<file path="src/rtl/serial_pattern_receiver_pkg.sv">
// Shared constants and state encoding for the serial pattern link (receiver and transmitter wrapper).
package serial_pattern_receiver_pkg;

  localparam int unsigned DEFAULT_WIDTH        = 12;
  localparam int unsigned DEFAULT_CLKS_PER_BIT = 1_000_000;

  typedef enum logic [2:0] {
    IDLE     = 3'd0,
    START    = 3'd1,
    DATA     = 3'd2,
    STOP     = 3'd3,
    WAIT_LOW = 3'd4
  } state_t;

endpackage

</file>
<file path="src/rtl/serial_pattern_receiver_bit_timer.sv">
// Loadable down-counter; tick is high whenever the count sits at zero.
module serial_pattern_receiver_bit_timer
  import serial_pattern_receiver_pkg::*;
#(
  parameter int unsigned CLKS_PER_BIT = DEFAULT_CLKS_PER_BIT,
  localparam int unsigned CW = $clog2(CLKS_PER_BIT)
) (
  input  logic          clock,
  input  logic          reset,
  input  logic          load,
  input  logic [CW-1:0] load_value,
  output logic          tick
);

  logic [CW-1:0] count;

  // tick is kept registered alongside the count so it always equals (count == 0)
  always_ff @(posedge clock) begin
    if (reset) begin
      count <= '0;
      tick  <= 1'b1;
    end else if (load) begin
      count <= load_value;
      tick  <= (load_value == '0);
    end else if (count != '0) begin
      count <= count - CW'(1);
      tick  <= (count == CW'(1));
    end
  end

endmodule

</file>
<file path="src/rtl/serial_pattern_receiver.sv">
// Serial frame receiver: synchronises the line, finds the start bit, samples mid-bit and checks the stop bit.
module serial_pattern_receiver
  import serial_pattern_receiver_pkg::*;
#(
  parameter int unsigned WIDTH        = DEFAULT_WIDTH,
  parameter int unsigned CLKS_PER_BIT = DEFAULT_CLKS_PER_BIT
) (
  input  logic             clock,
  input  logic             reset,
  input  logic             serial_in,
  output logic [WIDTH-1:0] data_out,
  output logic             data_valid,
  output logic             frame_error,
  output logic             busy
);

  localparam int unsigned   CW        = $clog2(CLKS_PER_BIT);
  localparam int unsigned   BW        = $clog2(WIDTH + 1);
  localparam logic [CW-1:0] HALF_LOAD = CW'(CLKS_PER_BIT / 2 - 1);
  localparam logic [CW-1:0] FULL_LOAD = CW'(CLKS_PER_BIT - 1);
  localparam logic [BW-1:0] LAST_BIT  = BW'(WIDTH - 1);

  logic             sync1;
  logic             rx;
  state_t           state;
  state_t           state_next;
  logic [WIDTH-1:0] shreg;
  logic [BW-1:0]    bit_cnt;
  logic             tick;
  logic             timer_load;
  logic [CW-1:0]    timer_value;
  logic             shift;
  logic             clear_bits;
  logic             word_good;
  logic             word_bad;

  always_ff @(posedge clock) begin
    if (reset) begin
      sync1 <= 1'b0;
      rx    <= 1'b0;
    end else begin
      sync1 <= serial_in;
      rx    <= sync1;
    end
  end

  serial_pattern_receiver_bit_timer #(
    .CLKS_PER_BIT(CLKS_PER_BIT)
  ) bit_timer (
    .clock     (clock),
    .reset     (reset),
    .load      (timer_load),
    .load_value(timer_value),
    .tick      (tick)
  );

  always_ff @(posedge clock) begin
    if (reset) state <= IDLE;
    else       state <= state_next;
  end

  always_comb begin
    state_next  = state;
    timer_load  = 1'b0;
    timer_value = FULL_LOAD;
    shift       = 1'b0;
    clear_bits  = 1'b0;
    word_good   = 1'b0;
    word_bad    = 1'b0;
    unique case (state)
      IDLE: begin
        if (rx) begin
          state_next  = START;
          timer_value = HALF_LOAD;
        end
      end
      START: begin
        if (tick) begin
          if (rx) begin
            state_next = DATA;
            clear_bits = 1'b1;
          end else begin
            state_next = IDLE;
          end
        end
      end
      DATA: begin
        if (tick) begin
          shift      = 1'b1;
          timer_load = 1'b1;
          if (bit_cnt == LAST_BIT) state_next = STOP;
        end
      end
      STOP: begin
        if (tick) begin
          if (rx) begin
            word_bad   = 1'b1;
            state_next = WAIT_LOW;
          end else begin
            word_good  = 1'b1;
            state_next = IDLE;
          end
        end
      end
      WAIT_LOW: begin
        if (!rx) state_next = IDLE;
      end
      default: state_next = IDLE;
    endcase
    // every state entry restarts the bit timer
    if (state_next != state) timer_load = 1'b1;
  end

  always_ff @(posedge clock) begin
    if (reset) begin
      shreg       <= '0;
      bit_cnt     <= '0;
      data_out    <= '0;
      data_valid  <= 1'b0;
      frame_error <= 1'b0;
      busy        <= 1'b0;
    end else begin
      data_valid  <= word_good;
      frame_error <= word_bad;
      busy        <= (state_next != IDLE);
      if (clear_bits)  bit_cnt <= '0;
      else if (shift)  bit_cnt <= bit_cnt + BW'(1);
      if (shift)       shreg <= {shreg[WIDTH-2:0], rx};
      if (word_good)   data_out <= shreg;
    end
  end

endmodule

</file>
<file path="config.mk">
export PLATFORM = sky130hd
export DESIGN_NAME = serial_pattern_receiver
export DESIGN_NICKNAME = d
export VERILOG_FILES = /design/src/rtl/serial_pattern_receiver_pkg.sv /design/src/rtl/serial_pattern_receiver_bit_timer.sv /design/src/rtl/serial_pattern_receiver.sv
export SDC_FILE = /design/constraint.sdc
export NUM_CORES = 1
export LEC_CHECK = 0
export CAP_MARGIN = 5
export CELL_PAD_IN_SITES_DETAIL_PLACEMENT = 1
export CELL_PAD_IN_SITES_GLOBAL_PLACEMENT = 2
export CORE_MARGIN = 2
export CORE_UTILIZATION = 38
export CTS_CLUSTER_SIZE = 12
export DETAILED_ROUTE_END_ITERATION = 10
export HOLD_SLACK_MARGIN = 0.03
export PLACE_DENSITY_LB_ADDON = 0.15
export SLEW_MARGIN = 15
export SYNTH_ARGS = -nofsm -noshare
export SYNTH_HDL_FRONTEND = slang
export SYNTH_SLANG_ARGS = --single-unit
</file>
<file path="constraint.sdc">
create_clock -name clock -period 7.3 [get_ports clock]
set_clock_uncertainty 0.2 [all_clocks]
set_input_delay 1.46 -clock clock [delete_from_list [all_inputs] [get_ports clock]]
set_output_delay 1.46 -clock clock [all_outputs]
set_load 0.05 [all_outputs]
</file>
### After elaboration in Yosys (flattened, before gate mapping)

Cells that the tools add are included.

* bits in registers: 57
* input port bits: 3
* output and inout bits: 15
* logic and storage cells: 52

* add/subtract/negate cells: 2
* eq/ne operators: 7
* mux-type cells: 24
* bitwise operators: 1
* reductions and logical operators: 7

Operator list (count)
* $mux 20: 4
* $mux 3: 7
* $eq 20x1->1 const B: 1
* $logic_not 20->1: 1
* $reduce_bool 20->1: 1
* $sub 20x1->20 const B: 1
* $pmux 3 s5: 1
* $mux 1: 11
* $eq 3x2->1 const B: 2
* $add 4x1->4 const B: 1
* $eq 4x4->1 const B: 1
* $reduce_or 2->1: 2
* $eq 3x1->1 const B: 1
* $eq 3x3->1 const B: 1
* $logic_not 3->1: 1
* $ne 3x3->1: 1
* $reduce_bool 3->1: 1
* $mux 2: 1
* $reduce_bool 2->1: 1
* $not 1->1: 1

### Depth between registers and ports, before layout

* word-level depth: 7
* depth in mapped cells: 9
* mapped depth without buffers: 7

### Cells and area by module

Synthesis repeated with hierarchy kept, for this count alone.

* cell total of the unflattened synthesis: 334
* area total of the unflattened synthesis: 2748.9 µm²

By module, submodules not included
* serial_pattern_receiver: times used 1, cells each 171, area an instance 1432.6 µm², sequential area each 720.7 µm²
* serial_pattern_receiver_bit_timer: times used 1, cells each 163, area an instance 1316.3 µm², sequential area each 420.4 µm²

### Least setup slack after synthesis

No wires, ideal clock.

* path kind: register to register
* from: register bit_timer.count[0]
* to: register bit_timer.count[18]
* library setup time: 0.131 ns
* data arrival time: 2.113 ns
* data required time: 6.969 ns
* setup slack: 4.856 ns
* cell stages (with the launch flop): 10
* buffers on the path: 2
* period minus slack after synthesis: 2.444 ns
* cells stage by stage: dfxtp_1 -> inv_1 -> ha_1 -> or3b_1 -> buf_2 -> or3_4 -> buf_6 -> nor4_4 -> xnor2_1 -> a21oi_2

* word-level cells in the longest chain between the ends: 3
* elaborated cells between the ends (all ways): 5
* those cells by class: add/sub: 1; mux: 2; reduce/logical: 2

Ends and longest elaborated chain
* start, declared: RTL line serial_pattern_receiver_bit_timer.sv:15 `logic [CW-1:0] count;`
* start signal, assigned: RTL line serial_pattern_receiver_bit_timer.sv:23 `count <= load_value;`
* start signal, assigned: RTL line serial_pattern_receiver_bit_timer.sv:26 `count <= count - CW'(1);`
* $sub 20x1->20: RTL line serial_pattern_receiver_bit_timer.sv:26
* $mux 20: RTL line serial_pattern_receiver_bit_timer.sv:25 `end else if (count != '0) begin`
* $mux 20: RTL line serial_pattern_receiver_bit_timer.sv:22 `end else if (load) begin`

Parallel ways exist; a longest one is shown, timed or not. The select of a mux whose other input is x is not followed.
A chain may end at the register's enable or synchronous reset.

### Final worst setup path

* from: register data_out[1]
* to: output port data_out[1]

RTL lines
* start, declared: RTL line serial_pattern_receiver.sv:11 `output logic [WIDTH-1:0] data_out,`
* start signal, assigned: RTL line serial_pattern_receiver.sv:129 `if (word_good) data_out <= shreg;`

No word-level cell between the ends.

==> results.json <==
{
  "routed-via-count": 1962,
  "core-area_um2": 6280,
  "powerDensity_nw_per_um2": 309,
  "clk_latency_ps": 330,
  "place.port_buffers": 17,
  "drc_errors": 0,
  "hp-class": "reg2reg",
  "power_w": 0.000872,
  "finalNetCount": 303,
  "rsz0062_at_grt": "false",
  "cts_resized": 0,
  "startpoint_type": "register",
  "num_antenna_cells": 0,
  "outcome": "finished, final reports clean",
  "final-setup-viol-count": 0,
  "cts_max_level": 3,
  "place_congestion": 0.720,
  "worst_path_largest_cell_delay_ps": 810,
  "vias_per_cell": 5.18,
  "worstSetupPathType": "reg2out",
  "die_y_um": 83.9,
  "die_x_um": 83.9,
  "netlist_instances": 284,
  "setup_tns_ps": 0,
  "max-vdd-ir-drop_mv": 0.156,
  "finalCritPeriodShare_pct": 42.8,
  "grt_max_degree": 44,
  "post-route-util_pct": 45.0,
  "antenna_found_initial": 0,
  "p_leak_nw": 0.988,
  "path_buf_inv": 1,
  "slew_headroom_pct": 28.7,
  "netlist_area_um2": 2430,
  "dp_hpwl_mm": 3.50,
  "grt_pass1_vias": 1959,
  "first_pass_iters": 4,
  "area_growth_pct": 16.4,
  "max_slew.worst_pin.slew_ps": 1060,
  "cp_cell_sequence": "clkdlybuf4s50_1",
  "cts_tree": "yes",
  "period_minus_slack_ps": 3120,
  "ys_seq_elements": 57,
  "clockBufferDepth": 2,
  "final_cell_area_um2": 2820,
  "drtIter0Drc": 76,
  "rows": 29,
  "yosysWarningCount": 0,
  "place_area_um2": 2640,
  "clock_sinks": 57,
  "clkTransAtPathRegs_ps": 60,
  "cts_hold_buffers": 0,
  "io-pin-count": 18,
  "synth.distinct_cells": 44,
  "postCtsSetupRepairBufs": 0,
  "cts-root-buf": "clkbuf_8",
  "wire_per_inst_um": 14.1,
  "crit_fanout": 2,
  "fmax_mhz": 320,
  "synth.avg_cell_area_um2": 8.54,
  "final_common_cell": "dfxtp_1",
  "wirelength_mm": 5.33,
  "slew_viol_final": 0,
  "setup_slack_ps": 4180,
  "grt_pass1_wl_mm": 9.17,
  "required_ps": 5640,
  "hold_viol_final": 0,
  "start_util_pct": 38.6,
  "cp_slowest_cell": "clkdlybuf4s50_1",
  "dp_slack_ps": 4030,
  "layout_common_cells": "57 x dfxtp_1, 56 x nand2_1, 37 x a21oi_1",
  "numCtsBuffers": 9,
  "syn_nets": 290,
  "drive_gt1_share_pct": 9.60,
  "ys_seq_area_share_pct": 47.0,
  "grt-ovfl-total": 0,
  "drv_cap": 0,
  "critical-path-top-delay-family": "buffers and inverters",
  "grtUsageTotal_pct": 16.3,
  "antenna_left": 0,
  "critPathCaptureType": "output port",
  "worstPathArrival_ps": 1460,
  "die_area_um2": 7040
}
## flip-flops by register name (all words and copies together), names as in the netlist
register,flops
bit_cnt,4
bit_timer.count,20
bit_timer.tick,1
busy,1
data_out,12
data_valid,1
frame_error,1
rx,1
shreg,12
state,3
sync1,1
## power by group
part	switching [W]	internal, W	total, W
logic	0.000126	0.0000867	0.000212
registers	0.0000296	0.000340	0.000370
clock network	0.000123	0.000166	0.000290
total	0.000279	0.000593	0.000872
## worst paths after layout
path / end / startpoint / cells after the start / slack, ps
max: data_out[1] / data_out[1] / 1 / 4180
min: rx / sync1 / 1 / 250
max reg2reg: bit_timer.count[1] / bit_timer.count[16] / 5 / 4610
min reg2reg: rx / sync1 / 1 / 250
## Yosys cell counts (all sizes together)
| library cell | n | area [um^2] |
|---|---|---|
| or4 | 3 | 26.3 |
| or3b | 1 | 8.76 |
| o21ai | 9 | 45.0 |
| a41o | 1 | 10.0 |
| nand2b | 5 | 31.3 |
| a21oi | 38 | 194 |
| dfxtp | 57 | 1140 |
| or2 | 5 | 31.3 |
| clkbuf | 11 | 41.3 |
| nand4b | 1 | 8.76 |
| a31o | 1 | 8.76 |
| o31a | 1 | 8.76 |
| nor3 | 5 | 25.0 |
| nor3b | 2 | 15.0 |
| o41ai | 2 | 17.5 |
| nor4 | 6 | 58.8 |
| nor2 | 20 | 82.6 |
| mux2i | 2 | 20.0 |
| o31ai | 2 | 15.0 |
| xor2 | 8 | 70.1 |
| nand4 | 1 | 6.26 |
| or3 | 9 | 61.3 |
| inv | 4 | 15.0 |
| nand2 | 56 | 210 |
| or4b | 1 | 10.0 |
| nand3 | 1 | 5.00 |
| ha | 3 | 37.5 |
| a21o | 3 | 22.5 |
| xnor2 | 8 | 70.1 |
| nor4b | 1 | 15.0 |
| a31oi | 4 | 25.0 |
| nand3b | 3 | 22.5 |
| buf | 6 | 41.3 |
| nor2b | 4 | 25.0 |
## cell families (layout without fill, tap and decap cells)
logic type	Yosys count	after routing	synth area share [%]
multiplexers	2	2	0.825
flip-flops	57	57	47.0
AND/OR/NAND/NOR	124	124	26.5
AO/OA/AOI/OAI	61	61	14.3
adder cells (fa/ha/maj)	3	3	1.55
XOR/XNOR	16	16	5.78
buffers and inverters	21	39	4.02
## stage by stage
step                instances  hold WS, ps
floorplan                 284          214
global placement          363          219
detailed placement        363          242
CTS                       379          255
global route              379          258
finish                    379          248
## layout make-up
class	instances	area [um^2]
repair buffers	19	185
fillers	758	3450
clock buffers	13	149
flip-flops and latches	57	1140
inverters	4	15.0
well taps	77	96.3
multi-input cells	206	1200
clock inverters	3	40.0
## routing by layer
layer  GRT usage (%)  part of all wire, %  up-vias
met3            5.93                  3.1        7
li1                -                    -      995
met2            23.5                   43       30
met5               0                    0        -
met4            5.43                  1.6        0
met1            22.4                   52      930
No activity file was read; power rests on OpenSTA's default activity.
